File: config.mk
export PLATFORM = sky130hd
export DESIGN_NAME = multicycle_ctrl
export DESIGN_NICKNAME = d
export VERILOG_FILES = /design/src/rtl/multicycle_ctrl_pkg.sv /design/src/rtl/mem_wait_timer.sv /design/src/rtl/multicycle_ctrl.sv
export SDC_FILE = /design/constraint.sdc
export NUM_CORES = 1
export LEC_CHECK = 0
export ABC_CLOCK_PERIOD_IN_PS = 2310
export CAP_MARGIN = 20
export CELL_PAD_IN_SITES_DETAIL_PLACEMENT = 0
export CELL_PAD_IN_SITES_GLOBAL_PLACEMENT = 2
export CORE_UTILIZATION = 25
export DETAILED_ROUTE_END_ITERATION = 10
export GPL_TIMING_DRIVEN = 0
export PLACE_DENSITY_LB_ADDON = 0.1
export SLEW_MARGIN = 20
export SYNTH_ARGS = -nofsm -noshare
export SYNTH_HDL_FRONTEND = slang
export SYNTH_SLANG_ARGS = --single-unit
File: constraint.sdc
create_clock -name i_clk -period 2.31 [get_ports i_clk]
set_input_delay 0.462 -clock i_clk [delete_from_list [all_inputs] [get_ports i_clk]]
set_output_delay 0.462 -clock i_clk [all_outputs]
set_load 0.05 [all_outputs]
File: src/rtl/multicycle_ctrl_pkg.sv
// Shared definitions for the multi-cycle Small-MIPS control path: opcodes, ALU-op codes,
// mux select codes, FSM state encoding and the packed control-word layout.
package multicycle_ctrl_pkg;

  // Opcodes (IR[31:26])
  localparam logic [5:0] OP_RTYPE = 6'h00;
  localparam logic [5:0] OP_J     = 6'h02;
  localparam logic [5:0] OP_BEQ   = 6'h04;
  localparam logic [5:0] OP_ADDI  = 6'h08;
  localparam logic [5:0] OP_LW    = 6'h23;
  localparam logic [5:0] OP_SW    = 6'h2B;

  // ALU-op field handed to the ALU-control decoder
  localparam logic [1:0] ALUOP_ADD   = 2'b00;
  localparam logic [1:0] ALUOP_SUB   = 2'b01;
  localparam logic [1:0] ALUOP_FUNCT = 2'b10;

  // PC source mux
  localparam logic [1:0] PCSRC_ALU    = 2'b00;
  localparam logic [1:0] PCSRC_ALUOUT = 2'b01;
  localparam logic [1:0] PCSRC_JUMP   = 2'b10;

  // ALU operand B mux
  localparam logic [1:0] SRCB_B       = 2'b00;
  localparam logic [1:0] SRCB_FOUR    = 2'b01;
  localparam logic [1:0] SRCB_IMM     = 2'b10;
  localparam logic [1:0] SRCB_IMM_SH2 = 2'b11;

  // FSM state encoding
  localparam logic [3:0] ST_IDLE   = 4'd0;
  localparam logic [3:0] ST_FETCH  = 4'd1;
  localparam logic [3:0] ST_DECODE = 4'd2;
  localparam logic [3:0] ST_MEMADR = 4'd3;
  localparam logic [3:0] ST_MEMRD  = 4'd4;
  localparam logic [3:0] ST_MEMWB  = 4'd5;
  localparam logic [3:0] ST_MEMWR  = 4'd6;
  localparam logic [3:0] ST_EXEC   = 4'd7;
  localparam logic [3:0] ST_ALUWB  = 4'd8;
  localparam logic [3:0] ST_BRANCH = 4'd9;
  localparam logic [3:0] ST_ADDIEX = 4'd10;
  localparam logic [3:0] ST_ADDIWB = 4'd11;
  localparam logic [3:0] ST_JUMP   = 4'd12;
  localparam logic [3:0] ST_ERR    = 4'd13;

  // One control word per cycle; fields map 1:1 onto the top-level outputs
  typedef struct packed {
    logic       mem_req;
    logic       mem_write;
    logic       i_or_d;
    logic       ir_write;
    logic       pc_write;
    logic       pc_write_cond;
    logic [1:0] pc_src;
    logic [1:0] alu_op;
    logic       alu_src_a;
    logic [1:0] alu_src_b;
    logic       reg_write;
    logic       reg_dst;
    logic       mem_to_reg;
    logic       illegal;
    logic       bus_err;
  } ctrl_t;

  // True for every opcode the core implements
  function automatic logic opcode_legal(input logic [5:0] opcode);
    return (opcode == OP_RTYPE) || (opcode == OP_J) || (opcode == OP_BEQ) ||
           (opcode == OP_ADDI) || (opcode == OP_LW) || (opcode == OP_SW);
  endfunction

endpackage

File: src/rtl/mem_wait_timer.sv
// Consecutive memory wait-cycle counter with timeout compare. o_expired fires on the
// TIMEOUT_CYCLES-th consecutive wait cycle, so the FSM can leave in that same cycle.
module mem_wait_timer #(
  parameter int unsigned TIMEOUT_CYCLES = 16,
  parameter int unsigned CNT_W          = 5
) (
  input  logic i_clk,
  input  logic i_rst_n,
  input  logic i_clear,
  input  logic i_wait,
  output logic o_expired
);

  localparam logic [CNT_W-1:0] LastWait = CNT_W'(TIMEOUT_CYCLES - 1);

  logic [CNT_W-1:0] cnt_q, cnt_d;

  // Clear has priority; otherwise count each wait cycle
  always_comb begin
    cnt_d = cnt_q;
    if (i_clear) begin
      cnt_d = '0;
    end else if (i_wait) begin
      cnt_d = cnt_q + CNT_W'(1);
    end
  end

  // Counter state
  always_ff @(posedge i_clk or negedge i_rst_n) begin
    if (!i_rst_n) begin
      cnt_q <= '0;
    end else begin
      cnt_q <= cnt_d;
    end
  end

  // Wait already excludes ready, so a last-cycle ready never expires
  assign o_expired = i_wait && (cnt_q == LastWait);

endmodule

File: src/rtl/multicycle_ctrl.sv
// Main control FSM of the multi-cycle Small-MIPS core. One step per cycle; memory
// accesses stall on i_memReady and fall into an absorbing error state on timeout.
module multicycle_ctrl
  import multicycle_ctrl_pkg::*;
#(
  parameter int unsigned TIMEOUT_CYCLES = 16,
  parameter int unsigned CNT_W          = 5
) (
  input  logic       i_clk,
  input  logic       i_rst_n,
  input  logic [5:0] i_opcode,
  input  logic       i_zero,
  input  logic       i_memReady,
  output logic       o_memReq,
  output logic       o_memWrite,
  output logic       o_iOrD,
  output logic       o_irWrite,
  output logic       o_pcWrite,
  output logic       o_pcWriteCond,
  output logic [1:0] o_pcSrc,
  output logic [1:0] o_aluOp,
  output logic       o_aluSrcA,
  output logic [1:0] o_aluSrcB,
  output logic       o_regWrite,
  output logic       o_regDst,
  output logic       o_memToReg,
  output logic       o_illegal,
  output logic       o_busErr
);

  logic [3:0] state_q, state_d;
  ctrl_t      ctrl;
  logic       wait_cycle;
  logic       timer_clear;
  logic       timer_expired;

  // The beq decision is taken in the datapath by ANDing pcWriteCond with zero
  logic unused_zero;
  assign unused_zero = i_zero;

  // Moore output decode; only FETCH's IR/PC loads are qualified by ready
  always_comb begin
    ctrl = '0;
    case (state_q)
      ST_FETCH: begin
        ctrl.mem_req   = 1'b1;
        ctrl.i_or_d    = 1'b0;
        ctrl.alu_src_a = 1'b0;
        ctrl.alu_src_b = SRCB_FOUR;
        ctrl.alu_op    = ALUOP_ADD;
        ctrl.pc_src    = PCSRC_ALU;
        ctrl.ir_write  = i_memReady;
        ctrl.pc_write  = i_memReady;
      end
      ST_DECODE: begin
        ctrl.alu_src_a = 1'b0;
        ctrl.alu_src_b = SRCB_IMM_SH2;
        ctrl.alu_op    = ALUOP_ADD;
        ctrl.illegal   = !opcode_legal(i_opcode);
      end
      ST_MEMADR: begin
        ctrl.alu_src_a = 1'b1;
        ctrl.alu_src_b = SRCB_IMM;
        ctrl.alu_op    = ALUOP_ADD;
      end
      ST_MEMRD: begin
        ctrl.mem_req = 1'b1;
        ctrl.i_or_d  = 1'b1;
      end
      ST_MEMWB: begin
        ctrl.reg_write  = 1'b1;
        ctrl.reg_dst    = 1'b0;
        ctrl.mem_to_reg = 1'b1;
      end
      ST_MEMWR: begin
        ctrl.mem_req   = 1'b1;
        ctrl.mem_write = 1'b1;
        ctrl.i_or_d    = 1'b1;
      end
      ST_EXEC: begin
        ctrl.alu_src_a = 1'b1;
        ctrl.alu_src_b = SRCB_B;
        ctrl.alu_op    = ALUOP_FUNCT;
      end
      ST_ALUWB: begin
        ctrl.reg_write  = 1'b1;
        ctrl.reg_dst    = 1'b1;
        ctrl.mem_to_reg = 1'b0;
      end
      ST_BRANCH: begin
        ctrl.alu_src_a     = 1'b1;
        ctrl.alu_src_b     = SRCB_B;
        ctrl.alu_op        = ALUOP_SUB;
        ctrl.pc_write_cond = 1'b1;
        ctrl.pc_src        = PCSRC_ALUOUT;
      end
      ST_ADDIEX: begin
        ctrl.alu_src_a = 1'b1;
        ctrl.alu_src_b = SRCB_IMM;
        ctrl.alu_op    = ALUOP_ADD;
      end
      ST_ADDIWB: begin
        ctrl.reg_write  = 1'b1;
        ctrl.reg_dst    = 1'b0;
        ctrl.mem_to_reg = 1'b0;
      end
      ST_JUMP: begin
        ctrl.pc_write = 1'b1;
        ctrl.pc_src   = PCSRC_JUMP;
      end
      ST_ERR: begin
        ctrl.bus_err = 1'b1;
      end
      default: ;
    endcase
  end

  // A wait cycle is an outstanding request without ready; any cycle that is not a
  // wait cycle restarts the count, which also covers entry into each access state
  assign wait_cycle  = ctrl.mem_req && !i_memReady;
  assign timer_clear = !ctrl.mem_req || i_memReady;

  mem_wait_timer #(
    .TIMEOUT_CYCLES(TIMEOUT_CYCLES),
    .CNT_W         (CNT_W)
  ) u_mem_wait_timer (
    .i_clk    (i_clk),
    .i_rst_n  (i_rst_n),
    .i_clear  (timer_clear),
    .i_wait   (wait_cycle),
    .o_expired(timer_expired)
  );

  // Next-state logic; in memory states ready is checked before the timeout
  always_comb begin
    state_d = state_q;
    case (state_q)
      ST_IDLE:   state_d = ST_FETCH;
      ST_FETCH: begin
        if (i_memReady)         state_d = ST_DECODE;
        else if (timer_expired) state_d = ST_ERR;
      end
      ST_DECODE: begin
        case (i_opcode)
          OP_LW, OP_SW: state_d = ST_MEMADR;
          OP_RTYPE:     state_d = ST_EXEC;
          OP_BEQ:       state_d = ST_BRANCH;
          OP_ADDI:      state_d = ST_ADDIEX;
          OP_J:         state_d = ST_JUMP;
          default:      state_d = ST_FETCH;
        endcase
      end
      ST_MEMADR: state_d = (i_opcode == OP_LW) ? ST_MEMRD : ST_MEMWR;
      ST_MEMRD: begin
        if (i_memReady)         state_d = ST_MEMWB;
        else if (timer_expired) state_d = ST_ERR;
      end
      ST_MEMWB:  state_d = ST_FETCH;
      ST_MEMWR: begin
        if (i_memReady)         state_d = ST_FETCH;
        else if (timer_expired) state_d = ST_ERR;
      end
      ST_EXEC:   state_d = ST_ALUWB;
      ST_ALUWB:  state_d = ST_FETCH;
      ST_BRANCH: state_d = ST_FETCH;
      ST_ADDIEX: state_d = ST_ADDIWB;
      ST_ADDIWB: state_d = ST_FETCH;
      ST_JUMP:   state_d = ST_FETCH;
      ST_ERR:    state_d = ST_ERR;
      default:   state_d = ST_IDLE;
    endcase
  end

  // State register; async reset drops any request in flight immediately
  always_ff @(posedge i_clk or negedge i_rst_n) begin
    if (!i_rst_n) begin
      state_q <= ST_IDLE;
    end else begin
      state_q <= state_d;
    end
  end

  // Output mapping
  assign o_memReq      = ctrl.mem_req;
  assign o_memWrite    = ctrl.mem_write;
  assign o_iOrD        = ctrl.i_or_d;
  assign o_irWrite     = ctrl.ir_write;
  assign o_pcWrite     = ctrl.pc_write;
  assign o_pcWriteCond = ctrl.pc_write_cond;
  assign o_pcSrc       = ctrl.pc_src;
  assign o_aluOp       = ctrl.alu_op;
  assign o_aluSrcA     = ctrl.alu_src_a;
  assign o_aluSrcB     = ctrl.alu_src_b;
  assign o_regWrite    = ctrl.reg_write;
  assign o_regDst      = ctrl.reg_dst;
  assign o_memToReg    = ctrl.mem_to_reg;
  assign o_illegal     = ctrl.illegal;
  assign o_busErr      = ctrl.bus_err;

endmodule

== Word level (Yosys, flattened, before mapping) ==
Index checks and enable logic that the tools add are counted.
Storage, ports and cells
  input port bits: 10
  word-level logic and storage cells: 61
  output and inout bits: 18
  flip-flop bits (word level): 9
Operators by class
  add/sub/neg operators: 1
  multiplexer cells: 20
  reduce and logical (&&, ||, !) cells: 19
  equal/unequal tests: 19
Operators by type and width (number)
  4-bit one-hot mux with 9 select lines: 1
  5-bit one-hot mux with 5 select lines: 1
  4-bit == test (second input constant): 6
  4-bit one-hot mux with 5 select lines: 1
  4-bit by 3-bit == test with 1-bit output (second input constant): 4
  4-bit two-way mux: 4
  6-bit == test (second input constant): 2
  5-bit two-way mux: 2
  3-bit one-hot mux with 3 select lines: 1
  4-bit by 2-bit == test with 1-bit output (second input constant): 2
  1-bit two-way mux: 7
  6-bit by 2-bit == test with 1-bit output (second input constant): 1
  6-bit by 3-bit == test with 1-bit output (second input constant): 1
  6-bit by 4-bit == test with 1-bit output (second input constant): 1
  6-bit zero test: 1
  1-bit logical OR: 6
  2-bit OR reduction: 3
  6-bit OR reduction: 1
  5-bit by 1-bit adder with 5-bit output (second input constant): 1
  5-bit by 4-bit == test with 1-bit output (second input constant): 1
  4-bit by 1-bit == test with 1-bit output (second input constant): 1
  4-bit zero test: 1
  2-bit one-hot mux with 2 select lines: 1
  1-bit zero test: 3
  5 further kinds: 6

== Longest topological paths before layout ==
  depth in word-level cells: 8
  mapped depth: 6
  gate-level depth less buffers: 6

== Hierarchy ==
From an unflattened synthesis, not the netlist that was laid out.
Second synthesis, totals
  cell total of the unflattened synthesis: 111
  area, all modules: 892.1 sq um
By module, submodules not included
  multicycle_ctrl: cells an instance 87, area each 606.8 sq um, sequential area each 100.1 sq um, instances 1
  mem_wait_timer: cells an instance 24, area each 285.3 sq um, sequential area each 125.1 sq um, instances 1

== Worst setup path after synthesis ==
No wires, ideal clock.
  path kind: register -> output
  from: register state_q[2]
  to: output port o_regDst
  slack: -0.109 ns
  stages on the path, launching flop included: 5
  data required time: 1.848 ns
  path buffers: 2
  data arrival time: 1.957 ns
  cell sequence: dfrtp_1 -> buf_2 -> clkbuf_1 -> nand2b_1 -> nor3_1
On the way
  cells in the longest elaborated chain, start to end: 2
  elaborated cells between the ends (all ways): 4
  classes of those cells: eq/ne (3); mux (1)
RTL lines
  start, declared: line multicycle_ctrl.sv:31  | logic [3:0] state_q, state_d;
  start signal, assigned: line multicycle_ctrl.sv:179  | state_q <= state_d;
  4-bit == test or 4-bit by 3-bit == test with 1-bit output (tied branches): line multicycle_ctrl.sv:44  | case (state_q)
  3-bit one-hot mux with 3 select lines (*): line multicycle_ctrl.sv:44
  end, declared: line multicycle_ctrl.sv:25  | output logic o_regDst,
Every way passes the cells marked *; elsewhere a longest branch is shown, timed or not.

== Worst setup path after layout ==
  from: input port i_memReady
  to: output port o_pcWrite
On the way
  cells in the longest elaborated chain, start to end: 1
RTL lines
  start, declared: line multicycle_ctrl.sv:13  | input logic i_memReady,
  1-bit one-hot mux with 2 select lines: line multicycle_ctrl.sv:44
  end, declared: line multicycle_ctrl.sv:18  | output logic o_pcWrite,
Every way passes these cells.

==> flow_summary.yaml <==
setup_path:
  r2r_end: "state_q[0]$_DFF_PN0_"
  worstSetupPathType: "primary input to output port"
  start_kind: "primary input"
  arrival_ns: 1.76
  cp.required_ns: 1.85
  worstRegToRegCells: 6
  r2r-start: "u_mem_wait_timer.cnt_q[0]$_DFF_PN0_"
  cp-end-kind: "output port"
  path_max_fanout: 9
  ff2ff_setup_slack_ns: 0.38
finish:
  drive_above_1_share_pct: 29.6
  nets: 148
  area_growth_pct: 37.6
  fin_util_pct: 37.1
  diodes: 0
  final_cell_area_um2: 1150
  mostFrequentLayoutCells: "nor2_1, buf_2, dfrtp_1, nand2_1"
  final_common_cell: "nor2_1"
synthesis:
  syn_area_um2: 836
  ys_seq_area_share_pct: 26.9
  yosys_warnings: 0
  synth-seq-cells: 9
  synth_cell_types: 41
  synth_edf_count: 0
  syn_nets: 118
  synthXorXnorAreaFrac_pct: 4.19
  synthMuxAreaShare_pct: 0
  synth_ff_type: "dfrtp_1"
  synthArstFlopShare_pct: 100
  yosys.area_share.adder_pct: 2.99
  synth_compound_area_share_pct: 22.5
  netlist_instances: 106
  syn_area_per_cell_um2: 7.88
  synth_top_family_by_area: "simple AND/OR/NAND/NOR gates"
  yosys.area_share.simple_pct: 35.6
grt:
  grt_pass1_vias: 825
  grt_overflow: 0
  antenna_found_initial: 0
  grt_max_degree: 11
  grt_pass1_wl_um: 3860
  grtUsageTotal_pct: 14.3
hold_path:
  hp-start: "u_mem_wait_timer.cnt_q[0]$_DFF_PN0_"
  whs_path_depth: 1
  hold_class: "register to register"
  min_to: "u_mem_wait_timer.cnt_q[0]$_DFF_PN0_"
drt:
  wirelength_met1_um: 1140
  met3_length_um: 107
  detail_route.wirelength_um: 2360
  wire_per_inst_um: 13.2
  dr.pass1.iters: 4
  route.met2.wl_um: 1090
  vias: 915
  highest_layer: "met4"
  drt-initial-drc-count: 35
  drcViolationCount: 0
  ant_nets: 0
  vias_per_cell: 5.11
power:
  ir_drop_mv: 0.436
  p_leak_nw: 0.508
  power_density_nw_per_um2: 1310
floorplanning:
  fp-row-count: 20
  die_y_um: 59.8
  initial_core_util_pct: 26.9
  die_x_um: 59.8
  core_um2: 3100
  die_area_um2: 3580
  ios: 28
cts:
  cts_root_buf: "clkbuf_4"
  cts_max_level: 1
  cts_hold_buffers: 0
  path_clk_slew_ns: 0.06
  postCtsSetupBuffers: 0
  cts_tree: "built"
  clk_latency_ns: 0.26
  cts_buffers: 3
  clockBufferDepth: 2
  clock_sinks: 9
sta:
  tightest_slew_ns: 0.440
  slew_headroom_pct: 70.3
  rsz0062_at_grt: "yes"
  fin_crit_sh_pct: 96.1
  finClkSkew_ns: 0.00237
  drv_slew: 0
  fin_crit_ns: 2.22
  fmax_mhz: 451
  fin_tns_setup_ns: 0
  final_hold_viol_count: 0
  final-setup-viol-count: 0
placement:
  gp_congestion: 0.776
  place_area_um2: 1160
  port_buffers: 26
  place_hpwl_um: 1800
status:
  outcome: "finished clean"
job:
  drv_cap: 0
-- cell usage after synthesis (2+ instances only) --
| master | instances | area share [%] |
|---|---|---|
| a22oi_1 | 2 | 1.8 |
| nand2_1 | 6 | 2.7 |
| a21oi_1 | 5 | 3.0 |
| or4_1 | 3 | 2.7 |
| nand4b_1 | 2 | 2.1 |
| nand2b_1 | 5 | 3.7 |
| nor4b_1 | 3 | 3.1 |
| inv_1 | 4 | 1.8 |
| o211ai_1 | 2 | 1.8 |
| nor2_1 | 15 | 6.7 |
| o22ai_1 | 3 | 2.2 |
| nor2_2 | 2 | 1.5 |
| clkbuf_1 | 3 | 1.3 |
| ha_1 | 2 | 3.0 |
| buf_2 | 4 | 2.4 |
| xnor2_1 | 2 | 2.1 |
| xor2_1 | 2 | 2.1 |
| nor3_1 | 4 | 2.4 |
| and3_1 | 3 | 2.2 |
| dfrtp_1 | 9 | 27 |
| and2_1 | 2 | 1.5 |
| o21ai_0 | 4 | 2.4 |
-- logic make-up (layout without fill, tap and decap cells) --
group           Yosys count  in the layout
compound gates           26             26
simple gates             52             52
xor+xnor                  4              4
buf+inv                  13             42
flops                     9              9
fa+ha+maj                 2              2
-- where the power goes --
group          leakage (nW)  internal (mW)  total, mW  switching (mW)
clock                0.0150         0.0664      0.119          0.0521
combinational         0.374          0.360       1.14           0.777
sequential            0.119          0.201      0.246          0.0458
-- per-stage QoR --
step	power, mW	setup WS (ns)	hold WS (ns)	instances
after floorplan	1.10	0.141	0.166	106
after global placement	1.44	-0.661	0.445	176
after detailed placement	1.44	-0.675	0.466	176
after CTS	1.52	0.00315	0.475	180
after global routing	1.61	-0.00467	0.494	179
final	1.50	0.0908	0.474	179
-- sequential cells by signal, summed over array words and instances, names as in the netlist --
name,cells
u_mem_wait_timer.cnt_q,5
state_q,4
-- layout make-up --
| type | instances | area (µm²) |
|---|---|---|
| buffer | 8 | 51.3 |
| multi-input combinational | 84 | 577 |
| sequential | 9 | 225 |
| tap | 44 | 55.1 |
| inverter | 4 | 15.0 |
| timing repair buffer | 26 | 200 |
| clock buffer | 4 | 26.3 |
| fill | 352 | 1950 |
-- worst max path at each step --
stage / from / to / slack, ns / cells past startpoint
2_1_floorplan: state_q[2]$_DFF_PN0_ / o_aluSrcA / 0.14 / 4
3_3_place_gp: i_opcode[2] / o_illegal / -0.66 / 5
3_5_place_dp: i_opcode[2] / o_illegal / -0.68 / 5
4_1_cts: state_q[2]$_DFF_PN0_ / o_regWrite / 0.003 / 5
5_1_grt: state_q[0]$_DFF_PN0_ / o_aluSrcB[0] / -0.005 / 5
6_report: i_memReady / o_pcWrite / 0.09 / 5
-- metal layers --
layer  global-route usage, %  up-vias
met5                       0        -
met4                    1.99        0
met3                    4.11        2
met2                    21.7       24
met1                    20.4      440
li1                        -      449
-- critical path: stages --
cell and delay (ns):
clkdlybuf4s50_1 0.67, nand2_1 0.09, o22a_1 0.20, nor2_1 0.07, buf_2 0.27
-- what timing repair did --
action | CTS | global route
gates resized for setup | 71 | 22
endpoints found under the hold margin | 0 | 0
endpoints found under the setup margin | 18 | 15
Power figures use the tool's default switching activity.
